<file path="src/rtl/tmc4671_access_sequencer_if.sv">
// ---------------------------------------------------------------------------
// tmc4671_access_sequencer_if
//
// Host-side command/response bus of the TMC4671 access sequencer.
//
// Signals:
//   cmd_valid  host request pending
//   cmd_ready  sequencer can accept a request (IDLE only)
//   cmd_write  1 = register write, 0 = register read
//   cmd_addr   7-bit TMC4671 register address
//   cmd_wdata  32-bit write data
//   rsp_valid  one-cycle pulse when a host access completes
//   rsp_rdata  read data, valid with rsp_valid for reads
//   rsp_err    high with rsp_valid when the access timed out
//
// Modports:
//   master  the host issuing register accesses
//   slave   the sequencer serving them
// ---------------------------------------------------------------------------
interface tmc4671_access_sequencer_if;
    logic        cmd_valid;
    logic        cmd_ready;
    logic        cmd_write;
    logic [6:0]  cmd_addr;
    logic [31:0] cmd_wdata;
    logic        rsp_valid;
    logic [31:0] rsp_rdata;
    logic        rsp_err;

    modport master (
        output cmd_valid, cmd_write, cmd_addr, cmd_wdata,
        input  cmd_ready, rsp_valid, rsp_rdata, rsp_err
    );

    modport slave (
        input  cmd_valid, cmd_write, cmd_addr, cmd_wdata,
        output cmd_ready, rsp_valid, rsp_rdata, rsp_err
    );
endinterface

</file>
<file path="src/rtl/tmc4671_access_sequencer.sv">
// ---------------------------------------------------------------------------
// tmc4671_access_sequencer
//
// Command sequencer in front of the TMC4671 SPI master. Host register
// accesses win over a background poll of up to four registers. Each frame's
// operands are held stable for the whole frame, and a fixed chip-select-high
// gap is inserted after every frame.
//
// Ports:
//   clk, reset      system clock, synchronous active-high reset
//   host            command/response bus (slave modport)
//   poll_en         enables background polling
//   poll_data       slot k result in bits [32k+31:32k]
//   poll_update     one-cycle pulse per slot when its data refreshes
//   spi_transmit    one-cycle frame start pulse to the master
//   spi_address     register address to the master
//   spi_write       write/not-read to the master
//   spi_data_in     write data to the master
//   spi_data_out    read data from the master
//   spi_done        master end-of-frame pulse (only observed in WAIT)
//
// Optional feature (macro TMC4671_SEQ_TIMEOUT_EN): a WAIT-state watchdog that
// aborts a frame after TIMEOUT_CYCLES cycles without spi_done. Without the
// macro WAIT waits indefinitely and rsp_err is constant 0.
// ---------------------------------------------------------------------------
module tmc4671_access_sequencer #(
    parameter int         POLL_COUNT     = 2,
    parameter logic [6:0] POLL_ADDR0     = 7'h6B,
    parameter logic [6:0] POLL_ADDR1     = 7'h6A,
    parameter logic [6:0] POLL_ADDR2     = 7'h69,
    parameter logic [6:0] POLL_ADDR3     = 7'h00,
    parameter int         GAP_CYCLES     = 8,
    parameter int         TIMEOUT_CYCLES = 4096
) (
    input  logic                         clk,
    input  logic                         reset,
    tmc4671_access_sequencer_if.slave    host,
    input  logic                         poll_en,
    output logic [127:0]                 poll_data,
    output logic [3:0]                   poll_update,
    output logic                         spi_transmit,
    output logic [6:0]                   spi_address,
    output logic                         spi_write,
    output logic [31:0]                  spi_data_in,
    input  logic [31:0]                  spi_data_out,
    input  logic                         spi_done
);

    typedef enum logic [1:0] {IDLE, START, WAIT, GAP} state_t;
    typedef enum logic {OWNER_HOST, OWNER_POLL} owner_t;

    localparam bit         POLLING   = (POLL_COUNT > 0);
    localparam logic [1:0] LAST_SLOT = 2'((POLL_COUNT > 0) ? POLL_COUNT - 1 : 0);
    localparam logic [7:0] GAP_LOAD  = 8'(GAP_CYCLES - 1);

    function automatic logic [6:0] poll_addr(input logic [1:0] s);
        case (s)
            2'd0:    return POLL_ADDR0;
            2'd1:    return POLL_ADDR1;
            2'd2:    return POLL_ADDR2;
            default: return POLL_ADDR3;
        endcase
    endfunction

    state_t      state;
    owner_t      owner;
    logic [1:0]  slot;
    logic [1:0]  next_slot;
    logic [6:0]  op_addr;
    logic        op_write;
    logic [31:0] op_wdata;
    logic [7:0]  gap_cnt;
    logic        cmd_ready_q;
    logic        rsp_valid_q;
    logic [31:0] rsp_rdata_q;

    assign next_slot = (slot == LAST_SLOT) ? 2'd0 : slot + 2'd1;

    // The master samples these continuously during a frame, so they come
    // straight from operand registers that only load on IDLE -> START.
    assign spi_address = op_addr;
    assign spi_write   = op_write;
    assign spi_data_in = op_wdata;

    assign host.cmd_ready = cmd_ready_q;
    assign host.rsp_valid = rsp_valid_q;
    assign host.rsp_rdata = rsp_rdata_q;

`ifdef TMC4671_SEQ_TIMEOUT_EN
    localparam logic [15:0] TO_LAST = 16'(TIMEOUT_CYCLES - 1);
    logic [15:0] to_cnt;
    logic        rsp_err_q;
    assign host.rsp_err = rsp_err_q;
`else
    logic unused_timeout;
    assign unused_timeout = ^TIMEOUT_CYCLES;
    assign host.rsp_err   = 1'b0;
`endif

    // NOTE: all state lives in this one clocked block and uses non-blocking
    // assignments, so every read sees the value from the previous edge.
    always_ff @(posedge clk) begin
        if (reset) begin
            state        <= IDLE;
            owner        <= OWNER_HOST;
            slot         <= 2'd0;
            op_addr      <= 7'd0;
            op_write     <= 1'b0;
            op_wdata     <= 32'd0;
            gap_cnt      <= 8'd0;
            cmd_ready_q  <= 1'b1;
            rsp_valid_q  <= 1'b0;
            rsp_rdata_q  <= 32'd0;
            poll_data    <= 128'd0;
            poll_update  <= 4'd0;
            spi_transmit <= 1'b0;
`ifdef TMC4671_SEQ_TIMEOUT_EN
            to_cnt       <= 16'd0;
            rsp_err_q    <= 1'b0;
`endif
        end else begin
            // Pulse outputs default low; the states below raise them for one cycle.
            rsp_valid_q  <= 1'b0;
            poll_update  <= 4'd0;
            spi_transmit <= 1'b0;
`ifdef TMC4671_SEQ_TIMEOUT_EN
            rsp_err_q    <= 1'b0;
`endif
            case (state)
                IDLE: begin
                    // Host first; a poll only starts when no request is pending.
                    if (host.cmd_valid) begin
                        op_addr      <= host.cmd_addr;
                        op_write     <= host.cmd_write;
                        op_wdata     <= host.cmd_wdata;
                        owner        <= OWNER_HOST;
                        state        <= START;
                        cmd_ready_q  <= 1'b0;
                        spi_transmit <= 1'b1;
                    end else if (poll_en && POLLING) begin
                        op_addr      <= poll_addr(slot);
                        op_write     <= 1'b0;
                        op_wdata     <= 32'd0;
                        owner        <= OWNER_POLL;
                        state        <= START;
                        cmd_ready_q  <= 1'b0;
                        spi_transmit <= 1'b1;
                    end
                end
                START: begin
                    state <= WAIT;
`ifdef TMC4671_SEQ_TIMEOUT_EN
                    to_cnt <= 16'd0;
`endif
                end
                WAIT: begin
                    if (spi_done) begin
                        state   <= GAP;
                        gap_cnt <= GAP_LOAD;
                        if (owner == OWNER_HOST) begin
                            rsp_valid_q <= 1'b1;
                            if (!op_write) rsp_rdata_q <= spi_data_out;
                        end else begin
                            poll_data[{slot, 5'b0} +: 32] <= spi_data_out;
                            poll_update <= 4'b0001 << slot;
                            slot        <= next_slot;
                        end
                    end
`ifdef TMC4671_SEQ_TIMEOUT_EN
                    else if (to_cnt == TO_LAST) begin
                        // Abort: host sees an error response, a poll just moves on.
                        state   <= GAP;
                        gap_cnt <= GAP_LOAD;
                        if (owner == OWNER_HOST) begin
                            rsp_valid_q <= 1'b1;
                            rsp_err_q   <= 1'b1;
                        end else begin
                            slot <= next_slot;
                        end
                    end else begin
                        to_cnt <= to_cnt + 16'd1;
                    end
`endif
                end
                GAP: begin
                    if (gap_cnt == 8'd0) begin
                        state       <= IDLE;
                        cmd_ready_q <= 1'b1;
                    end else begin
                        gap_cnt <= gap_cnt - 8'd1;
                    end
                end
                default: state <= IDLE;
            endcase
        end
    end

endmodule

</file>
<file path="src/flat_wrapper.sv">
// flat-port wrapper written by rule: the top's interface ports become plain ports
module tmc4671_access_sequencer_flat 
#(
    parameter int         POLL_COUNT     = 2,
    parameter logic [6:0] POLL_ADDR0     = 7'h6B,
    parameter logic [6:0] POLL_ADDR1     = 7'h6A,
    parameter logic [6:0] POLL_ADDR2     = 7'h69,
    parameter logic [6:0] POLL_ADDR3     = 7'h00,
    parameter int         GAP_CYCLES     = 8,
    parameter int         TIMEOUT_CYCLES = 4096
)
  (clk, reset, poll_en, poll_data, poll_update, spi_transmit, spi_address, spi_write, spi_data_in, spi_data_out, spi_done, host_cmd_valid, host_cmd_write, host_cmd_addr, host_cmd_wdata, host_cmd_ready, host_rsp_valid, host_rsp_rdata, host_rsp_err);
  tmc4671_access_sequencer_if host_i ();
  input  logic clk;
  input  logic reset;
  input  logic poll_en;
  output logic [127:0] poll_data;
  output logic [3:0] poll_update;
  output logic spi_transmit;
  output logic [6:0] spi_address;
  output logic spi_write;
  output logic [31:0] spi_data_in;
  input  logic [31:0] spi_data_out;
  input  logic spi_done;
  input wire logic [$bits(host_i.cmd_valid)-1:0] host_cmd_valid;
  input wire logic [$bits(host_i.cmd_write)-1:0] host_cmd_write;
  input wire logic [$bits(host_i.cmd_addr)-1:0] host_cmd_addr;
  input wire logic [$bits(host_i.cmd_wdata)-1:0] host_cmd_wdata;
  output wire logic [$bits(host_i.cmd_ready)-1:0] host_cmd_ready;
  output wire logic [$bits(host_i.rsp_valid)-1:0] host_rsp_valid;
  output wire logic [$bits(host_i.rsp_rdata)-1:0] host_rsp_rdata;
  output wire logic [$bits(host_i.rsp_err)-1:0] host_rsp_err;
  assign host_i.cmd_valid = host_cmd_valid;
  assign host_i.cmd_write = host_cmd_write;
  assign host_i.cmd_addr = host_cmd_addr;
  assign host_i.cmd_wdata = host_cmd_wdata;
  assign host_cmd_ready = host_i.cmd_ready;
  assign host_rsp_valid = host_i.rsp_valid;
  assign host_rsp_rdata = host_i.rsp_rdata;
  assign host_rsp_err = host_i.rsp_err;
  tmc4671_access_sequencer #(.POLL_COUNT(POLL_COUNT), .POLL_ADDR0(POLL_ADDR0), .POLL_ADDR1(POLL_ADDR1), .POLL_ADDR2(POLL_ADDR2), .POLL_ADDR3(POLL_ADDR3), .GAP_CYCLES(GAP_CYCLES), .TIMEOUT_CYCLES(TIMEOUT_CYCLES)) u_core (.clk(clk), .reset(reset), .host(host_i), .poll_en(poll_en), .poll_data(poll_data), .poll_update(poll_update), .spi_transmit(spi_transmit), .spi_address(spi_address), .spi_write(spi_write), .spi_data_in(spi_data_in), .spi_data_out(spi_data_out), .spi_done(spi_done));
endmodule
</file>
<file path="config.mk">
export PLATFORM = sky130hd
export DESIGN_NAME = tmc4671_access_sequencer_flat
export DESIGN_NICKNAME = d
export VERILOG_FILES = /design/src/rtl/tmc4671_access_sequencer_if.sv /design/src/rtl/tmc4671_access_sequencer.sv /design/src/flat_wrapper.sv
export SDC_FILE = /design/constraint.sdc
export NUM_CORES = 1
export LEC_CHECK = 0
export ABC_AREA = 1
export BUFFER_PORTS_ARGS = -buffer_cell sky130_fd_sc_hd__buf_4
export CORE_AREA = 3 3 136 138
export DETAILED_ROUTE_END_ITERATION = 16
export DIE_AREA = 0 0 139 141
export PLACE_DENSITY = 0.89
export SLEW_MARGIN = 20
export SYNTH_ARGS = -nofsm -noshare
export SYNTH_HDL_FRONTEND = slang
export SYNTH_SLANG_ARGS = --single-unit
</file>
<file path="constraint.sdc">
create_clock -name clk -period 2.3 [get_ports clk]
set_input_delay 0 -clock clk [delete_from_list [all_inputs] [get_ports clk]]
set_output_delay 0 -clock clk [all_outputs]
set_load 0.01 [all_outputs]
</file>
==> results.txt <==
Pre-antenna DRT Iters: 6
die width: 139 µm
worst-margin pin slew: 1.08 ns
Vias: 9330
Mapped Cells: 1046
leading cell type in the layout, fill and taps excluded: buf_4
Clock Skew: 0.0165 ns
CP max stage cell: dlygate4sd3_1
Critical Path AT: 2.59 ns
syn avg cell area: 8.42 µm²
Sinks on Clock Net: 220
critical path endpoint category: flip-flop
die height: 141 µm
CTS tree: done
DRC viols: 0
wire length per cell: 20.1 µm
max-cap viol count: 0
synthesized area: 8810 µm²
first-pass GRT wire length: 49000 µm
CTS Buf Count: 24
Tcrit/Tclk final: 0.951
Setup Total Neg Slack: 0 ns
Synth Warn #: 0
port buffer count: 283
post-synth cell types: 33
Iter 0 DRT Violations: 782
GP Congestion: 0.917
P&R area growth vs syn: 42.5%
DP Worst Slack: 0.164 ns
hold crit path type: input port to flip-flop
register area: 4400 µm²
CTS clock-pin slew for the worst setup and hold paths: 0.06 ns
outcome: completed
largest net degree at the start of global routing: 89
#FFs+latches synth: 220
IO Pins: 285
RSZ-0062 raised after global routing: no
Initial Util: 0.509
CP cell instances: clkinvlp_4 > ha_1 > buf_4 > nor2_1 > nor2_1 > a21oi_1 > dlygate4sd3_1 > a21oi_1
WS Path Type: flip-flop to flip-flop
maximum vdd drop: 0.638 mV
Worst Slack Setup Final: 0.113 ns
Final HPWL DP: 19800 µm
root buf cell: clkbuf_16
share of cells above drive strength 1: 0.270
initial antenna violation count: 1
Worst-Skew Late Latency: 0.53 ns
register area share after synthesis: 0.500
Slew HR: 0.279
Synthesized Nets: 1135
Die ar.: 19600 µm²
max incr delay on CP: 0.56 ns
Crit path max-delay family: buffers and inverters
CP Data Required Time: 2.71 ns
P per Cell Area: 841 nW/µm²
row cnt: 48
H-tree depth: 1
final wirelength: 32400 µm
max-slew violations: 0
crit-path max FO: 15
via/cell ratio: 5.80
most frequent cells in the layout: buf_4, dfxtp_1, nand2_1
Worst Setup Start Kind: flip-flop
Core Area: 17300 µm²
Layout Nets: 1459
min cycle time layout: 2.19 ns
GRT Residual Overflow: 0
Multi-input gate area: 3770 µm²
Pleak: 5.90 nW
Fillers: 1164
Routed Antenna Nets: 0
final count of hold timing violations: 0
Final Setup Violations: 0
WP buf/inv: 3
CTS max path bufs: 3
Total GRT Usage: 0.308
fmax: 457 MHz
vias in the first global route: 8996
[per-layer routing]
layer | global-route usage | up-vias | wire, µm
li1 | - | 4225 | -
met1 | 0.366 | 4386 | 11700
met2 | 0.516 | 571 | 15500
met3 | 0.0739 | 148 | 3170
met4 | 0.165 | 0 | 2060
met5 | 0 | - | 0
[layout make-up]
| class | instances | share of cell area |
|---|---|---|
| timing repair buffer | 388 | 0.254 |
| tap | 225 | 0.0224 |
| antenna | 1 | 0.000199 |
| sequential | 220 | 0.351 |
| clock inverter | 7 | 0.00508 |
| inverter | 48 | 0.0151 |
| multi-input combinational | 688 | 0.300 |
| clock buffer | 32 | 0.0526 |
[metrics by stage]
stage | area, µm² | total power [W] | hold slack (ns) | cells | util
2_1_floorplan | 8810 | 0.00578 | 0.135 | 1046 | -
3_3_place_gp | 11000 | 0.00669 | 0.265 | 1485 | 0.635
3_5_place_dp | 11000 | 0.00675 | 0.270 | 1485 | 0.635
4_1_cts | 12500 | 0.0104 | 0.0761 | 1608 | 0.725
5_1_grt | 12600 | 0.0110 | 0.172 | 1609 | 0.726
6_report | 12600 | 0.0106 | 0.152 | 1609 | 0.726
[state kept, by name, summed over array words and instances, names as in the netlist, 2 cells and up]
register               count
u_core.gap_cnt             8
u_core.host.rsp_rdata     32
u_core.poll_data         128
u_core.poll_update         4
u_core.slot                2
u_core.spi_address         7
u_core.spi_data_in        32
u_core.state               2
[cell families (layout without fill, tap and decap cells)]
logic type | count (synthesis) | in the layout | synth area share
buffers and inverters | 138 | 475 | 0.0726
AND/OR/NAND/NOR | 355 | 355 | 0.182
AO/OA/AOI/OAI | 320 | 320 | 0.228
adder cells (fa/ha/maj) | 12 | 12 | 0.0170
other | 1 | 2 | 0.000426
flip-flops | 220 | 220 | 0.500
[cells in the mapped netlist, drive strengths merged]
cell type	instances	share of area
clkbuf	41	0.018
conb	1	0.00043
nand3	60	0.035
nand4	1	0.00071
buf	49	0.034
ha	12	0.017
dfxtp	220	0.50
a211oi	1	0.00085
o21bai	1	0.00085
or2	1	0.00071
o211a	64	0.073
a31oi	4	0.0028
clkinv	7	0.0036
o21ai	126	0.072
nand2	149	0.066
inv	41	0.017
a41oi	20	0.020
nor2	108	0.048
a21oi	104	0.059
nor3	36	0.032
[worst reg2reg max path, cell delays in order, from the launching register on]
cell and delay [ns]:
dfxtp_1 0.39, clkinvlp_4 0.25, ha_1 0.29, buf_4 0.20, nor2_1 0.15, nor2_1 0.06, a21oi_1 0.11, dlygate4sd3_1 0.56
a21oi_1 0.07
[where the power goes]
group | leakage (nW) | internal (W) | switching [W]
Combinational | 3.76 | 0.00101 | 0.00157
Sequential | 1.78 | 0.00417 | 0.000222
Clock | 0.358 | 0.00202 | 0.00155
Total | 5.90 | 0.00720 | 0.00335
[final timing paths]
kind | start | endpoint | slack, ns | depth (start not counted)
min reg2reg | u_core.spi_data_in[30] | u_core.spi_data_in[30] | 0.46 | 2
max | u_core.slot[0] | u_core.spi_address[1] | 0.11 | 8
min | host_cmd_valid | u_core.spi_address[1] | 0.15 | 5
max reg2reg | u_core.slot[0] | u_core.spi_address[1] | 0.11 | 8
[timing repair]
item / CTS / global route
resized for setup: 0 / 1
hold endpoints to repair: 204 / 0
endpoints found under the setup margin: 0 / 1
hold buffers: 84 / 0
setup buffers: 0 / 0
(Power assumes the default switching activity.)
